## src/rtl/bcd_serial_adder_if.sv

```systemverilog
// Handshake and data bundle for the digit-serial BCD adder.
// The master drives the request and operands; the slave returns the result and status.
interface bcd_serial_adder_if #(
  parameter int DIGITS = 4
);
  logic                  start;
  logic [4*DIGITS-1:0]   a;
  logic [4*DIGITS-1:0]   b;
  logic                  cin;
  logic [4*DIGITS-1:0]   sum;
  logic                  cout;
  logic                  err;
  logic                  busy;
  logic                  done;

  modport master (
    output start, a, b, cin,
    input  sum, cout, err, busy, done
  );

  modport slave (
    input  start, a, b, cin,
    output sum, cout, err, busy, done
  );
endinterface

```

## src/rtl/bcd_serial_adder.sv

```systemverilog
// Digit-serial packed-BCD adder: one decimal digit per clock, with operand
// validation at acceptance. Operands are latched when start is accepted in
// IDLE, so the request side may change freely while the block is busy.
module bcd_serial_adder #(
  parameter int DIGITS = 4
) (
  input  logic                 clk,
  input  logic                 rst_n,
  bcd_serial_adder_if.slave    bus
);

  localparam int KW = (DIGITS > 1) ? $clog2(DIGITS) : 1;
  localparam logic [KW-1:0] K_LAST = KW'(DIGITS - 1);

  typedef enum logic [1:0] {
    IDLE = 2'd0,
    ADD  = 2'd1,
    DONE = 2'd2
  } state_t;

  state_t                state;
  state_t                state_next;
  logic [4*DIGITS-1:0]   a_lat;
  logic [4*DIGITS-1:0]   b_lat;
  logic                  carry;
  logic [KW-1:0]         k;
  logic [4*DIGITS-1:0]   sum_val;
  logic                  cout_val;
  logic                  err_val;
  logic                  busy_val;
  logic                  done_val;
  logic                  ops_ok;
  logic [4:0]            digit_res;

  // True when every packed digit of v is in 0..9.
  function automatic logic digits_valid(input logic [4*DIGITS-1:0] v);
    logic ok;
    ok = 1'b1;
    for (int i = 0; i < DIGITS; i++) begin
      ok = ok & (v[4*i +: 4] <= 4'd9);
    end
    return ok;
  endfunction

  // One decimal digit add: returns {carry, digit}; a binary result above 9
  // is corrected by +6, which wraps the nibble back into BCD.
  function automatic logic [4:0] bcd_digit_add(input logic [3:0] x,
                                                input logic [3:0] y,
                                                input logic       ci);
    logic [4:0] raw;
    logic [3:0] adj;
    raw = {1'b0, x} + {1'b0, y} + {4'd0, ci};
    adj = raw[3:0] + 4'd6;
    if (raw > 5'd9) begin
      return {1'b1, adj};
    end else begin
      return {1'b0, raw[3:0]};
    end
  endfunction

  // Operand validity and the digit currently being summed.
  always_comb begin
    ops_ok    = digits_valid(bus.a) & digits_valid(bus.b);
    digit_res = bcd_digit_add(a_lat[4*k +: 4], b_lat[4*k +: 4], carry);
  end

  // State register.
  always_ff @(posedge clk or negedge rst_n) begin
    if (!rst_n) begin
      state <= IDLE;
    end else begin
      state <= state_next;
    end
  end

  // Next-state logic: invalid operands skip ADD and go straight to DONE.
  always_comb begin
    state_next = state;
    case (state)
      IDLE: begin
        if (bus.start) begin
          if (ops_ok) begin
            state_next = ADD;
          end else begin
            state_next = DONE;
          end
        end else begin
          state_next = IDLE;
        end
      end
      ADD: begin
        if (k == K_LAST) begin
          state_next = DONE;
        end else begin
          state_next = ADD;
        end
      end
      DONE:    state_next = IDLE;
      default: state_next = IDLE;
    endcase
  end

  // Datapath and registered status: latch on acceptance, one digit per ADD cycle.
  always_ff @(posedge clk or negedge rst_n) begin
    if (!rst_n) begin
      a_lat    <= '0;
      b_lat    <= '0;
      carry    <= 1'b0;
      k        <= '0;
      sum_val  <= '0;
      cout_val <= 1'b0;
      err_val  <= 1'b0;
      busy_val <= 1'b0;
      done_val <= 1'b0;
    end else begin
      busy_val <= (state_next != IDLE);
      done_val <= (state_next == DONE);
      case (state)
        IDLE: begin
          if (bus.start) begin
            a_lat    <= bus.a;
            b_lat    <= bus.b;
            carry    <= bus.cin;
            k        <= '0;
            sum_val  <= '0;
            cout_val <= 1'b0;
            err_val  <= ~ops_ok;
          end
        end
        ADD: begin
          sum_val[4*k +: 4] <= digit_res[3:0];
          carry             <= digit_res[4];
          if (k == K_LAST) begin
            cout_val <= digit_res[4];
            k        <= '0;
          end else begin
            k <= k + KW'(1);
          end
        end
        default: begin
        end
      endcase
    end
  end

  assign bus.sum  = sum_val;
  assign bus.cout = cout_val;
  assign bus.err  = err_val;
  assign bus.busy = busy_val;
  assign bus.done = done_val;

endmodule

```

## src/flat_wrapper.sv

```systemverilog
// flat-port wrapper written by rule: the top's interface ports become plain ports
module bcd_serial_adder_flat 
#(
  parameter int DIGITS = 4
)
  (clk, rst_n, bus_start, bus_a, bus_b, bus_cin, bus_sum, bus_cout, bus_err, bus_busy, bus_done);
  bcd_serial_adder_if #(.DIGITS(DIGITS)) bus_i ();
  input  logic clk;
  input  logic rst_n;
  input wire logic [$bits(bus_i.start)-1:0] bus_start;
  input wire logic [$bits(bus_i.a)-1:0] bus_a;
  input wire logic [$bits(bus_i.b)-1:0] bus_b;
  input wire logic [$bits(bus_i.cin)-1:0] bus_cin;
  output wire logic [$bits(bus_i.sum)-1:0] bus_sum;
  output wire logic [$bits(bus_i.cout)-1:0] bus_cout;
  output wire logic [$bits(bus_i.err)-1:0] bus_err;
  output wire logic [$bits(bus_i.busy)-1:0] bus_busy;
  output wire logic [$bits(bus_i.done)-1:0] bus_done;
  assign bus_i.start = bus_start;
  assign bus_i.a = bus_a;
  assign bus_i.b = bus_b;
  assign bus_i.cin = bus_cin;
  assign bus_sum = bus_i.sum;
  assign bus_cout = bus_i.cout;
  assign bus_err = bus_i.err;
  assign bus_busy = bus_i.busy;
  assign bus_done = bus_i.done;
  bcd_serial_adder #(.DIGITS(DIGITS)) u_core (.clk(clk), .rst_n(rst_n), .bus(bus_i));
endmodule
```

## config.mk

```make
export PLATFORM = sky130hd
export DESIGN_NAME = bcd_serial_adder_flat
export DESIGN_NICKNAME = d
export VERILOG_FILES = /design/src/rtl/bcd_serial_adder_if.sv /design/src/rtl/bcd_serial_adder.sv /design/src/flat_wrapper.sv
export SDC_FILE = /design/constraint.sdc
export NUM_CORES = 1
export LEC_CHECK = 0
export BUFFER_PORTS_ARGS = -buffer_cell sky130_fd_sc_hd__buf_4
export CELL_PAD_IN_SITES_DETAIL_PLACEMENT = 0
export CELL_PAD_IN_SITES_GLOBAL_PLACEMENT = 2
export CORE_MARGIN = 4
export CORE_UTILIZATION = 39
export DETAILED_ROUTE_END_ITERATION = 10
export PLACE_DENSITY_LB_ADDON = 0.1
export RECOVER_POWER = 25
export SYNTH_ARGS = -nofsm -noshare
export SYNTH_HDL_FRONTEND = slang
export SYNTH_SLANG_ARGS = --single-unit
```

## constraint.sdc

```tcl
create_clock -name clk -period 9.34 [get_ports clk]
set_input_delay 0.467 -clock clk [delete_from_list [all_inputs] [get_ports clk]]
set_output_delay 0.467 -clock clk [all_outputs]
set_load 0.02 [all_outputs]
```

# Word-level counts from Yosys, hierarchy flattened
# Cells that the tools add are included.
dict set report totals {
  ff_bits 57
  input_bits 36
  output_inout_bits 20
  elab_cells 63
}
dict set report classes {
  addsub 5
  magnitude_cmp 9
  n_eq_ne 5
  n_shift 4
  n_mux 16
  n_bitwise 8
  reduce_logical 6
}
# cell count
set op_table {}
lappend op_table {{negator 4 -> 34 bit} 1}
lappend op_table {{variable shift 4 x 34 -> 16 bit, first input constant} 1}
lappend op_table {{variable part select 4 x 34 -> 16 bit} 1}
lappend op_table {{less-or-equal comparator 4 bit, second input constant} 8}
lappend op_table {{case mux 16 bit (2 select lines)} 1}
lappend op_table {{variable part select 16 x 5 -> 4 bit} 2}
lappend op_table {{bitwise mux 16 bit} 1}
lappend op_table {{two-way mux 16 bit} 1}
lappend op_table {{two-way mux 2 bit} 5}
lappend op_table {{case mux 2 bit (2 select lines)} 2}
lappend op_table {{bitwise AND 1 bit} 7}
lappend op_table {{adder 4 x 4 -> 5 bit} 1}
lappend op_table {{adder 5 x 1 -> 5 bit} 1}
lappend op_table {{greater-than comparator 5 x 4 -> 1 bit, second input constant} 1}
lappend op_table {{two-way mux 5 bit} 1}
lappend op_table {{adder 4 x 3 -> 4 bit, second input constant} 1}
lappend op_table {{equality test 2 bit, second input constant} 2}
lappend op_table {{case mux 1 bit (2 select lines)} 2}
lappend op_table {{AND reduction 2 bit} 2}
lappend op_table {{nonzero test 2 bit} 2}
lappend op_table {{two-way mux 1 bit} 3}
lappend op_table {{AND reduction 3 bit} 1}
lappend op_table {{adder 2 x 1 -> 2 bit, second input constant} 1}
lappend op_table {{equality test 2 x 1 -> 1 bit, second input constant} 1}
lappend op_table {{other kinds (4)} 4}

# Depth between registers and ports, before layout
# Gate-level depths: netlist of the first run.
dict set report logic_depth {
  word_depth 9
  depth_mapped 12
  depth_no_buf 11
}

# Worst setup path after synthesis of the first run
# Ideal clock, no wire load.
dict set report synth_timing {
  path_kind {register -> register}
  startpoint {reg u_core.k[0]}
  endpoint {reg u_core.sum_val[2], in the netlist u_core.bus.sum[2]}
  setup_time_ps 134
  arrival_time_ps 3499
  t_required_ps 9206
  setup_slack_ps 5707
  stages_incl_launch_ff 13
  n_path_buf 1
  synth_period_minus_slack_ps 3633
  path_cell_list {dfrtp_1 -> buf_2 -> mux4_2 -> fa_1 -> fa_1 -> xor2_1 -> inv_1 -> ha_1 -> nor2b_1 -> and4b_1 -> nor3b_1 -> a221oi_2 -> o21ai_0}
}
dict set report synth_via {
  elab_chain_cells 8
  elab_cells_between_ends 12
  classes_between {add/sub (4); order compare (1); shift (4); mux (3)}
}
# item line
set synth_rtl {}
lappend synth_rtl {{start: declaration} bcd_serial_adder.sv:26} ;# logic [KW-1:0] k;
lappend synth_rtl {{start signal: assignment} bcd_serial_adder.sv:137} ;# k <= k + KW'(1);
lappend synth_rtl {{variable part select 16 x 5 -> 4 bit} bcd_serial_adder.sv:64} ;# digit_res = bcd_digit_add(a_lat[4*k +: 4], b_lat[4*k +: 4], carry);
lappend synth_rtl {{adder 4 x 4 -> 5 bit} bcd_serial_adder.sv:52} ;# raw = {1'b0, x} + {1'b0, y} + {4'd0, ci};
lappend synth_rtl {{adder 5 x 1 -> 5 bit} bcd_serial_adder.sv:52}
lappend synth_rtl {{adder 4 x 3 -> 4 bit / greater-than comparator 5 x 4 -> 1 bit (equally long branches)} {bcd_serial_adder.sv:53, bcd_serial_adder.sv:54}}
lappend synth_rtl {{two-way mux 5 bit} bcd_serial_adder.sv:54} ;# if (raw > 5'd9) begin
lappend synth_rtl {{variable part select 4 x 34 -> 16 bit} bcd_serial_adder.sv:131} ;# sum_val[4*k +: 4] <= digit_res[3:0];
lappend synth_rtl {{bitwise mux 16 bit *} bcd_serial_adder.sv:131}
lappend synth_rtl {{case mux 16 bit (2 select lines) *} bcd_serial_adder.sv:118} ;# case (state)
lappend synth_rtl {{end signal: indexed assignment} bcd_serial_adder.sv:131}
lappend synth_rtl {{end: declaration} bcd_serial_adder.sv:27} ;# logic [4*DIGITS-1:0] sum_val;
# Mark *: on every way between the ends. The rest lies on a longest branch, timed or not.
# A chain may end at the register's enable or synchronous reset.

# Final worst setup path of the first run
dict set report layout_timing {
  startpoint {reg u_core.k[0]}
  endpoint {reg u_core.sum_val[6], in the netlist u_core.bus.sum[6]}
}
# Same word-level chain as after synthesis.

==> results of run 1 <==
## logic make-up after synthesis
| kind of cell | count (synthesis) |
|---|---|
| adder cells (fa/ha/maj) | 10 |
| flip-flops | 57 |
| multiplexers | 41 |
| buffers and inverters | 12 |
| AND/OR/NAND/NOR | 55 |
| AO/OA/AOI/OAI | 48 |
| XOR/XNOR | 1 |
## flip-flops by register name (all words and copies together) (netlist names)
signal / count
u_core.a_lat: 16
u_core.b_lat: 16
u_core.bus.busy: 1
u_core.bus.cout: 1
u_core.bus.done: 1
u_core.bus.err: 1
u_core.bus.sum: 16
u_core.carry: 1
u_core.k: 2
u_core.state: 2
## power by group
group          switching, uW  internal, uW  total [uW]
Sequential              19.9           276         296
Clock                   94.3           110         204
Combinational            138           109         247
Total                    252           494         746
## final timing paths
kind	depth (start not counted)	end	slack, ns	start
setup / recovery	11	u_core.bus.sum[6]	5.26	u_core.k[0]
hold / removal	2	u_core.a_lat[13]	0.36	bus_a[13]
setup reg to reg	11	u_core.bus.sum[6]	5.26	u_core.k[0]
hold reg to reg	2	u_core.bus.sum[7]	0.48	u_core.bus.sum[7]
max in group asynchronous	1	u_core.state[1]	6.49	rst_n
min in group asynchronous	1	u_core.bus.sum[8]	1.12	rst_n
## per-layer routing
metal	wire length (um)	global-route usage (%)	share of wire, %	vias to the layer above
li1	-	-	-	943
met1	2800	20.4	43	957
met2	3280	27.9	51	52
met3	329	5.69	5.1	8
met4	68	3.59	1.1	0
met5	0	0	0	-
## Yosys cell counts (2+ instances only)
library cell  instances
a211oi_1              2
a21o_1                4
a21oi_1               2
buf_2                 2
buf_6                 3
dfrtp_1              57
fa_1                  2
ha_1                  8
inv_1                 6
mux2_1                2
mux2_2               30
mux4_2                8
nand2_1              24
nand2b_1              2
nand3_1               3
nand4_1               3
nor2_1                8
nor3_1                4
o21ai_0              29
o22ai_1               2
or3_1                 3
## stage by stage
stage / hold slack [ns] / area (sq um) / worst slack (ns)
3_3_place_gp: 0.466 / 3260 / 5.36
5_1_grt: 0.357 / 3430 / 4.96
6_report: 0.362 / 3430 / 5.26
2_1_floorplan: 0.171 / 2770 / 5.71
3_5_place_dp: 0.472 / 3260 / 5.22
4_1_cts: 0.213 / 3440 / 5.21
## cell type report
cell class / count / area [sq um] / share of cell area [%]
clock buffer: 13 / 159 / 4.63
clock inverter: 3 / 15.0 / 0.437
inverter: 6 / 22.5 / 0.656
multi-input combinational: 155 / 1270 / 37.1
sequential: 57 / 1430 / 41.5
tap: 96 / 120 / 3.50
timing repair buffer: 56 / 417 / 12.1
==> summary.md, run 1 <==
| Metric | Value |
|---|---|
| Simple-Gate Fraction of Synth Area | `9.89%` |
| Chip width | `92.3 um` |
| FILL cells | `658` |
| Post-Synth Adder-Cell Area | `5.06%` |
| Worst vdd ir | `0.0946 mV` |
| Overall Power | `746 uW` |
| Synthesis Warnings | `0` |
| Startpoint Class | `flop` |
| Gr ovfl total | `0` |
| Port Buffer Count | `55` |
| Multiplexer area fraction after synthesis | `19.9%` |
| Clk root buf | `clkbuf_8` |
| Post_cts resized | `0` |
| TritonCTS clock tree | `yes` |
| Post-synth EDFFs | `0` |
| CP max-delay cell | `dfrtp_1` |
| Core region area | `0.00683 sq mm` |
| Worst path required time | `9.54 ns` |
| CTS clk-pin slew, worst paths | `0.07 ns` |
| Drt wl/cell | `16.8 um` |
| Xor/xnor share of the synthesized area | `0.316%` |
| Syn_area_per_cell | `12.4 sq um` |
| Crit-path cells | `mux4_2, fa_1, fa_1, xor2_1, inv_1, ha_1, nor2b_1, a211oi_1, nor3b_1, a221oi_2, o21ai_0` |
| Share of cells above drive strength 1 | `38.6%` |
| Fin crit share | `43.7%` |
| Total setup buffers inserted after CTS | `0` |
| Clock buffer depth | `2` |
| Leak Pwr | `0.00155 uW` |
| Hold buffer count at cts | `0` |
| TritonCTS Sinks | `57` |
| Via count | `1960` |
| Buffer and inverter count on the worst path | `1` |
| DRT iter0 DRCs | `55` |
| Status | `finished with violations` |
| Final hold vios | `0` |
| Largest net degree at the start of global routing | `58` |
| Most frequent cells in the layout | `dfrtp_1 (57), buf_4 (55), mux2_2 (30), o21ai_0 (29), nand2_1 (24)` |
| Yosys top cell area share | `51.5%` |
| # nets final | `331` |
| Yosys reg bits | `57` |
| Post-route DRC | `0` |
| First-pass GRT wire length | `10900 um` |
| Htree depth | `3` |
| Finish-stage setup viols | `0` |
| WS Path Type | `flop to flop` |
| Max incr delay on CP | `0.76 ns` |
| Failing checks | `capacitance limit, slew limit` |
| Initial antenna violation count | `0` |
| Final cell count without fillers | `386` |
| Antenna-violating nets left | `0` |
| Main combinational cell family by area after synthesis | `multiplexers` |
| Vias in the first global route | `2062` |
| Placed Cells | `370` |
| Crit-path max FO | `14` |
| GPL Wtd Cong | `0.827` |
| Setup crit end kind | `flop` |
| Clk_lat worst skew | `0.33 ns` |
| DP HPWL | `4860 um` |
| Dominant synthesized flop cell | `dfrtp_1` |
| CP delay by family, top | `adder cells` |
| WL final | `6470 um` |
| Min-Delay Path Class | `input pin to flop` |
| F_max | `245 MHz` |
| Diode count | `0` |
| Worst slew pin tran | `3.03 ns` |
| Count of cell types in the netlist | `41` |
| Gr usage total | `16.5%` |
| Crit path DAT | `4.28 ns` |
| Initial core utilization | `40.6%` |
| Setup Skew | `0.00791 ns` |
| Crit-path most repeated cell | `fa_1` |
| Max-cap check violation count | `1` |
| Post-Syn Instances | `224` |
| Core Util, Final | `50.3%` |
| Seq/Total Area, Yosys | `51.5%` |
| Pwr dens | `217 mW/mm^2` |
| Synth top area cells | `dfrtp_1 (51%), mux2_2 (12%), mux4_2 (6.5%), o21ai_0 (5.2%), ha_1 (3.6%)` |
| Die ar. | `0.00852 sq mm` |
| Yosys top cell by area | `dfrtp_1` |
| Min cycle time layout | `4.08 ns` |
| Asr flop ratio synth | `100%` |
| Slew margin rel. | `-102%` |
| Drt pass-1 iters | `4` |
| Die H | `92.3 um` |
| # rows | `30` |
| Max Slew Vio Count | `58` |
| Unrepaired setup endpoints after global routing | `false` |
| CTS Buf Count | `9` |
| Sum Neg Setup Slack | `0 ns` |
| Io pins | `56` |
| Layout area overhead | `23.9%` |
| Syn_nets | `270` |
| Area of the mapped netlist | `0.00277 sq mm` |
| Post-synthesis compound-gate area fraction | `10.9%` |
| DR vias/cell | `5.08` |
| Commonest non-fill, non-tap cell in the layout | `dfrtp_1` |
(Power assumes the default switching activity.)
==> inputs of run 2 (changes only) <==
- ABC_AREA: not set -> 1
- CORE_UTILIZATION: 39 -> 29
- clock period: 9.34 -> 3.43 ns (I/O delays scaled with it)
==> run 2 against run 1 <==
Effect of this change: the run now ends clean; critical path depth up 6; synthesized cell count up 58%; count of clock-buffer cells in the layout unchanged; final cell count up 44%; sequential share of layout area down 1.8 points; clock power rose to 2.8 times the previous value; wire length up 16%; largest power group unchanged.
==> summary.md, run 2 <==
| Metric | Value |
|---|---|
| Diode count | `0 (unchanged)` |
| FF-to-FF setup slack | `0.42 ns (-4.84 ns)` |
| Leak Pwr | `0.00181 uW (+17%)` |
| Max layer used | `met4` |
| Pwr dens | `557 mW/mm^2 (+160%)` |
| Post-Syn Instances | `355 (+58%)` |
| Setup crit end kind | `flop` |
| Post-synth top cells | `nand2_1 (99), dfrtp_1 (57), o21ai_0 (42), inv_1 (40), nor2_1 (23)` |
| Asr flop ratio synth | `100% (unchanged)` |
| Largest net degree at the start of global routing | `58 (unchanged)` |
| Gr ovfl total | `0 (unchanged)` |
| Count of cell types in the netlist | `31 (-24%)` |
| Sum Neg Setup Slack | `0 ns (unchanged)` |
| DRT iter0 DRCs | `69 (+25%)` |
| Worst r2r dst | `u_core.bus.sum[14]` |
| Chip width | `108 um (+17%)` |
| Drt pass-1 iters | `4 (unchanged)` |
| Commonest non-fill, non-tap cell in the layout | `nand2_1` |
| Max-cap check violation count | `0 (-1)` |
| Via count | `2450 (+25%)` |
| Worst slew pin tran | `1.41 ns (-1.62 ns)` |
| FILL cells | `1049 (+59%)` |
| CP startpoint | `u_core.k[0]` |
| Vias in the first global route | `2509 (+22%)` |
| Met3 WL | `271 um (-18%)` |
| DR vias/cell | `4.41 (-13%)` |
| Htree depth | `3 (unchanged)` |
| TritonCTS Sinks | `57 (unchanged)` |
| CTS clk-pin slew, worst paths | `0.06 ns (about the same)` |
| # nets final | `463 (+40%)` |
| Routed length on met2 | `3390 um (+3.3%)` |
| Die H | `108 um (+17%)` |
| Slew margin rel. | `6.13% (+110 points)` |
| Clock buffer depth | `2 (unchanged)` |
| Antenna-violating nets left | `0 (unchanged)` |
| # rows | `36 (+20%)` |
| Min cycle time layout | `3.01 ns (-1.07 ns)` |
| Worst path required time | `3.70 ns (-5.84 ns)` |
| GPL Wtd Cong | `0.745 (-9.9%)` |
| Area of the mapped netlist | `0.00291 sq mm (+5.1%)` |
| Yosys top cell area share | `49.0% (-2.5 points)` |
| Die ar. | `0.0117 sq mm (+37%)` |
| Overall Power | `2010 uW (+170%)` |
| WL final | `7490 um (+16%)` |
| TritonCTS clock tree | `yes` |
| Post-synth EDFFs | `0 (unchanged)` |
| Path depth of the worst reg2reg path | `17 (+6)` |
| Clk_lat worst skew | `0.33 ns (about the same)` |
| Min-Delay Path Class | `input pin to flop` |
| Area used by multi-input combinational logic | `0.00127 sq mm (-0.29%)` |
| Status | `finished clean` |
| Seq/Total Area, Yosys | `49.0% (-2.5 points)` |
| Final hold vios | `0 (unchanged)` |
| Initial antenna violation count | `0 (unchanged)` |
| DP HPWL | `5610 um (+16%)` |
| Startpoint Class | `flop` |
| Initial core utilization | `29.8% (-11 points)` |
| Core region area | `0.00977 sq mm (+43%)` |
| Max Slew Vio Count | `0 (-100%)` |
| Worst vdd ir | `0.189 mV (+100%)` |
| Port Buffer Count | `55 (unchanged)` |
| Worst r2r src | `u_core.k[0]` |
| Crit-path max FO | `11 (-3)` |
| Hold slack final | `0.0290 ns (-0.333 ns)` |
| Synth top area cells | `dfrtp_1 (49%), nand2_1 (13%), o21ai_0 (7.2%), inv_1 (5.2%), ha_1 (3.4%)` |
| Share of cells above drive strength 1 | `20.6% (-18 points)` |
| Crit path DAT | `3.28 ns (-1.00 ns)` |
| Count leader, synth | `nand2_1` |
| Synthesis Warnings | `0 (unchanged)` |
| Clk root buf | `clkbuf_8` |
| Drt wl/cell | `13.5 um (-20%)` |
| Placed Cells | `538 (+45%)` |
| Post-route DRC | `0 (unchanged)` |
| Io pins | `56 (unchanged)` |
| Critical path destination | `u_core.bus.sum[14]` |
| Gr usage total | `14.0% (-2.5 points)` |
| Fin crit share | `87.9% (+44 points)` |
| WS Path Type | `flop to flop` |
| Sequential Area | `0.00143 sq mm (+0.18%)` |
| Syn_nets | `401 (+49%)` |
| CTS Buf Count | `9 (unchanged)` |
| Yosys reg bits | `57 (unchanged)` |
| M1 WL | `3710 um (+33%)` |
| F_max | `332 MHz (+35%)` |
| Setup Skew | `0.00745 ns (-0.000454 ns)` |
| Syn_area_per_cell | `8.21 sq um (-34%)` |
| Layout area overhead | `23.6%` |
| Most frequent cells in the layout | `nand2_1 (99), dfrtp_1 (55), o21ai_0 (42), inv_1 (40), buf_4 (40)` |
| First-pass GRT wire length | `12700 um (+17%)` |
| Unrepaired setup endpoints after global routing | `false` |
| Yosys top cell by area | `dfrtp_1` |
| Dominant synthesized flop cell | `dfrtp_1` |
| Final cell count without fillers | `555 (+44%)` |
| Finish-stage setup viols | `0 (unchanged)` |
[run 2: changes by cell type after synthesis, moves of 6 or more]
| cell | change |
|---|---|
| o21ai_0 | +13 |
| o22ai_1 | +6 |
| nand2_1 | +75 |
| nand3_1 | +10 |
| nor2_1 | +15 |
| nand2_2 | +9 |
| inv_1 | +34 |
| mux2_2 | -30 |
| mux4_2 | -8 |
[run 2: worst min path at each step]
stage,end,slack (ns),from,cells after the start
floorplan,u_core.a_lat[0],-0.12,rst_n,0
global placement,u_core.b_lat[14],0.30,rst_n,1
detailed placement,u_core.bus.sum[3],0.29,rst_n,1
CTS,u_core.a_lat[0],0.02,bus_a[0],3
global route,u_core.a_lat[0],0.02,bus_a[0],3
finish,u_core.a_lat[0],0.03,bus_a[0],3
[run 2: final cells by class]
cell class | instances | area share [%]
clock inverters | 3 | 0.417
clock buffers | 13 | 4.41
inverters | 46 | 4.80
repair buffers | 61 | 10.7
multi-input cells | 242 | 35.3
flip-flops and latches | 57 | 39.7
well taps | 133 | 4.62
[run 2: per-layer routing]
| metal | up-vias | GRT usage [%] |
|---|---|---|
| li1 | 1270 | - |
| met1 | 1116 | 19.4 |
| met2 | 52 | 21.3 |
| met3 | 12 | 3.22 |
| met4 | 0 | 5.14 |
| met5 | - | 0 |
[run 2: repair_timing]
action,CTS,global route
hold buffers,1,0
setup buffers,0,0
endpoints found under the hold margin,57,0
gates resized for setup,0,2
endpoints found under the setup margin,0,10
[run 2: critical path, stage by stage (launching register included)]
cell	delay, ns
dfrtp_2	0.43
inv_1	0.16
o21ai_0	0.19
o22ai_1	0.12
fa_1	0.46
fa_1	0.40
nand2_1	0.11
nand2_2	0.09
ha_1	0.22
inv_1	0.07
nor2_1	0.05
a21oi_2	0.12
nand2_2	0.09
nand2_4	0.09
nand2_2	0.05
nand2_2	0.09
nand4_1	0.11
nand2_1	0.08
[run 2: where the power goes]
group	switching, uW	leakage [uW]	internal, uW	total (uW)
clock network	264	0.0000932	298	562
logic	419	0.000992	228	647
registers	49.8	0.000730	747	797
total	733	0.00181	1270	2010
[run 2: cell families after synthesis]
logic type | count (synthesis) | share of synthesized area [%]
compound gates | 68 | 13.2
fa+ha+maj | 10 | 4.81
simple gates | 164 | 25.6
flops | 57 | 49.0
buf+inv | 56 | 7.39
[run 2: stage by stage]
step / worst slack [ns] / util (%) / cell area, sq um
CTS: 0.252 / 37.6 / 3670
global route: 0.0947 / 36.8 / 3600
global placement: 0.298 / 35.7 / 3490
detailed placement: 0.280 / 35.7 / 3490
floorplan: 0.521 / - / 2910
finish: 0.417 / 36.8 / 3600
==> inputs of run 3 (changes only) <==
- CAP_MARGIN: not set -> 20
- CORE_UTILIZATION: 29 -> 32
- clock period: 3.43 -> 2.8 ns (I/O delays scaled with it)
==> run 3 against run 2 <==
Effect of this change: setup slack got worse by 0.43 ns; clock skew increased by 0.0047 ns; global-route usage rose by 1.3 points; total power up 41%; the run now ends with setup timing left; wire length increased by 1.0%; via count is 1.2% higher; count of clock-buffer cells in the layout fell by 2; critical endpoint is now u_core.bus.sum[10]; sequential share of layout area shrank 2.3 points; final cell count shrank 1.8%.
==> summary.md, run 3 (same netlist as run 2, synthesis figures left out) <==
| Metric | Value |
|---|---|
| Worst slew pin tran | `1.45 ns (+0.0437 ns)` |
| Drt wl/cell | `13.9 um (+2.9%)` |
| F_max | `355 MHz (+7.1%)` |
| Net load switching power | `973 uW (+33%)` |
| Setup ws final | `-0.0142 ns (-0.431 ns)` |
| First-pass GRT wire length | `12400 um (-1.9%)` |
| Initial antenna violation count | `0 (unchanged)` |
| Finish-stage setup viols | `1 (+1)` |
| Max Slew Vio Count | `0 (unchanged)` |
| Chip width | `103 um (-4.4%)` |
| Crit-path cells | `buf_6, o21ai_2, o22ai_2, fa_2, fa_2, inv_2, ha_4, inv_2, nor2_2, a21oi_2, nand2_2, nand3b_1, nand2_4, nand3_1, o21ai_2` |
| Leak Pwr | `0.00193 uW (+6.4%)` |
| Port Buffer Count | `55 (unchanged)` |
| Worst vdd ir | `0.254 mV (+35%)` |
| Diode count | `0 (unchanged)` |
| # rows | `34 (-5.6%)` |
| DR vias/cell | `4.55 (+3.1%)` |
| Setup Skew | `0.0122 ns (+0.00472 ns)` |
| DRT iter0 DRCs | `79 (+14%)` |
| Largest net degree at the start of global routing | `58 (unchanged)` |
| Share of cells above drive strength 1 | `25.6% (+5.0 points)` |
| Min cycle time layout | `2.81 ns (-0.199 ns)` |
| Worst r2r dst | `u_core.bus.sum[10]` |
| Max incr delay on CP | `0.59 ns (+0.13 ns)` |
| CP max-delay cell | `fa_2` |
| Worst r2r src | `u_core.k[0]` |
| FF-to-FF setup slack | `-0.01 ns (-0.43 ns)` |
| Via count | `2480 (+1.2%)` |
| P_int | `1860 uW (+46%)` |
| Area used by multi-input combinational logic | `0.00133 sq mm (+4.3%)` |
| Clk pwr share | `30.6% (+2.6 points)` |
| # nets final | `480 (+3.7%)` |
| Crit-path max FO | `6 (-5)` |
| Sequential Area | `0.00143 sq mm (unchanged)` |
| Start point of the worst hold path | `bus_a[8]` |
| Final Cell Area | `0.00383 sq mm (+6.3%)` |
| Slew margin rel. | `3.21% (-2.9 points)` |
| Die ar. | `0.0107 sq mm (-8.7%)` |
| Clk root buf | `clkbuf_8` |
| Path depth of the worst reg2reg path | `15 (-2)` |
| DP HPWL | `5500 um (-2.0%)` |
| Core Util, Final | `43.4% (+6.6 points)` |
| FILL cells | `929 (-11%)` |
| Setup crit end kind | `flop` |
| Layout area overhead | `31.4%` |
| Clock buffer depth | `2 (unchanged)` |
| Post-DP Area | `0.00351 sq mm (+0.68%)` |
| TritonCTS Sinks | `57 (unchanged)` |
| Gr usage total | `15.3% (+1.3 points)` |
| Post-route DRC | `0 (unchanged)` |
| Sw frac | `34.3% (-2.2 points)` |
| Die H | `103 um (-4.4%)` |
| Htree depth | `3 (unchanged)` |
| Antenna-violating nets left | `0 (unchanged)` |
| Status | `finished with violations` |
| Commonest non-fill, non-tap cell in the layout | `nand2_1` |
| Placed Cells | `520 (-3.3%)` |
| Worst path required time | `3.02 ns (-0.68 ns)` |
| Seq pwr share | `34.3% (-5.4 points)` |
| CTS clk-pin slew, worst paths | `0.07 ns (about the same)` |
| Min-Delay Path Class | `input pin to flop` |
| Failing checks | `setup timing` |
| Pre-CTS WS | `-0.0104 ns (-0.290 ns)` |
| Io pins | `56 (unchanged)` |
| Unrepaired setup endpoints after global routing | `true` |
| Initial core utilization | `33.1% (+3.3 points)` |
| Clk_lat worst skew | `0.33 ns (about the same)` |
| Fin crit share | `101% (+13 points)` |
| Most frequent cells in the layout | `nand2_1 (98), dfrtp_1 (55), buf_4 (52), inv_1 (37), o21ai_0 (37)` |
| Gr ovfl total | `0 (unchanged)` |
| Final hold vios | `0 (unchanged)` |
| CTS Buf Count | `9 (unchanged)` |
| Worst Hold Path Cells | `3 (unchanged)` |
| WS Path Type | `flop to flop` |
| Core region area | `0.00881 sq mm (-9.9%)` |
| Vias in the first global route | `2556 (+1.9%)` |
| Comb power frac | `35.0% (+2.8 points)` |
| TritonCTS clock tree | `yes` |
| GPL Wtd Cong | `0.792 (+6.3%)` |
| Pwr dens | `740 mW/mm^2 (+33%)` |
| Startpoint Class | `flop` |
| Max-cap check violation count | `0 (unchanged)` |
| Final cell count without fillers | `545 (-1.8%)` |
| Drt pass-1 iters | `4 (unchanged)` |
| Hold endpoint | `u_core.a_lat[8]` |
| WL final | `7560 um (+1.0%)` |
| Crit path DAT | `3.03 ns (-0.25 ns)` |
==> run 3: timing repair <==
action,in CTS,in global routing
setup endpoints to repair,9,14
setup buffers,0,3
hold buffers,8,0
gates resized for setup,1,22
pin swaps,0,9
hold endpoints to repair,64,0
==> run 3: how the worst max path moves through the flow <==
stage | start | endpoint | slack (ns) | cells after the start
2_1_floorplan | u_core.k[0] | u_core.bus.sum[10] | 0.004 | 17
3_3_place_gp | u_core.k[0] | u_core.bus.sum[11] | 0.06 | 16
3_5_place_dp | u_core.k[0] | u_core.bus.sum[11] | -0.01 | 16
4_1_cts | u_core.k[0] | u_core.bus.sum[13] | 0.04 | 17
5_1_grt | u_core.k[0] | u_core.bus.sum[13] | -0.16 | 16
6_report | u_core.k[0] | u_core.bus.sum[10] | -0.01 | 15
==> run 3: layout make-up <==
| class | instances | area share, % |
|---|---|---|
| Tap cell | 108 | 3.53 |
| Clock inverter | 3 | 1.70 |
| Sequential cell | 57 | 37.3 |
| Inverter | 46 | 4.51 |
| Clock buffer | 11 | 3.96 |
| Timing Repair Buffer | 78 | 14.3 |
| Multi-Input combinational cell | 242 | 34.7 |
==> run 3: per-layer routing <==
layer | wire length [um] | global-route usage, %
met2 | 3570 | 24.7
met1 | 3570 | 19.9
met5 | 0 | 0
met4 | 115 | 6.18
met3 | 309 | 3.15
==> run 3: power groups by stage <==
stage / Clock [uW] / Combinational (uW) / Sequential [uW]
after floorplan: 0 / 582 / 979
after global placement: 0 / 867 / 987
after detailed placement: 0 / 866 / 987
after CTS: 894 / 880 / 973
after global routing: 919 / 1120 / 984
final: 868 / 993 / 972
==> run 3: worst max-delay path, delay by kind of cell, from the launching register on <==
kind	cells	cell delay [ns]
buffers and inverters	3	0.26
adder cells (fa/ha/maj)	3	1.16
flip-flops	1	0.45
AO/OA/AOI/OAI	4	0.39
AND/OR/NAND/NOR	5	0.43
==> run 3: metrics by stage <==
| step | power [uW] | setup TNS (ns) | hold slack (ns) |
|---|---|---|---|
| after floorplan | 1560 | 0 | -0.156 |
| after global placement | 1850 | 0 | 0.256 |
| after detailed placement | 1850 | -0.0169 | 0.260 |
| after CTS | 2750 | 0 | 0.000536 |
| after global routing | 3020 | -1.28 | 0.0158 |
| final | 2830 | -0.0142 | 0.0104 |
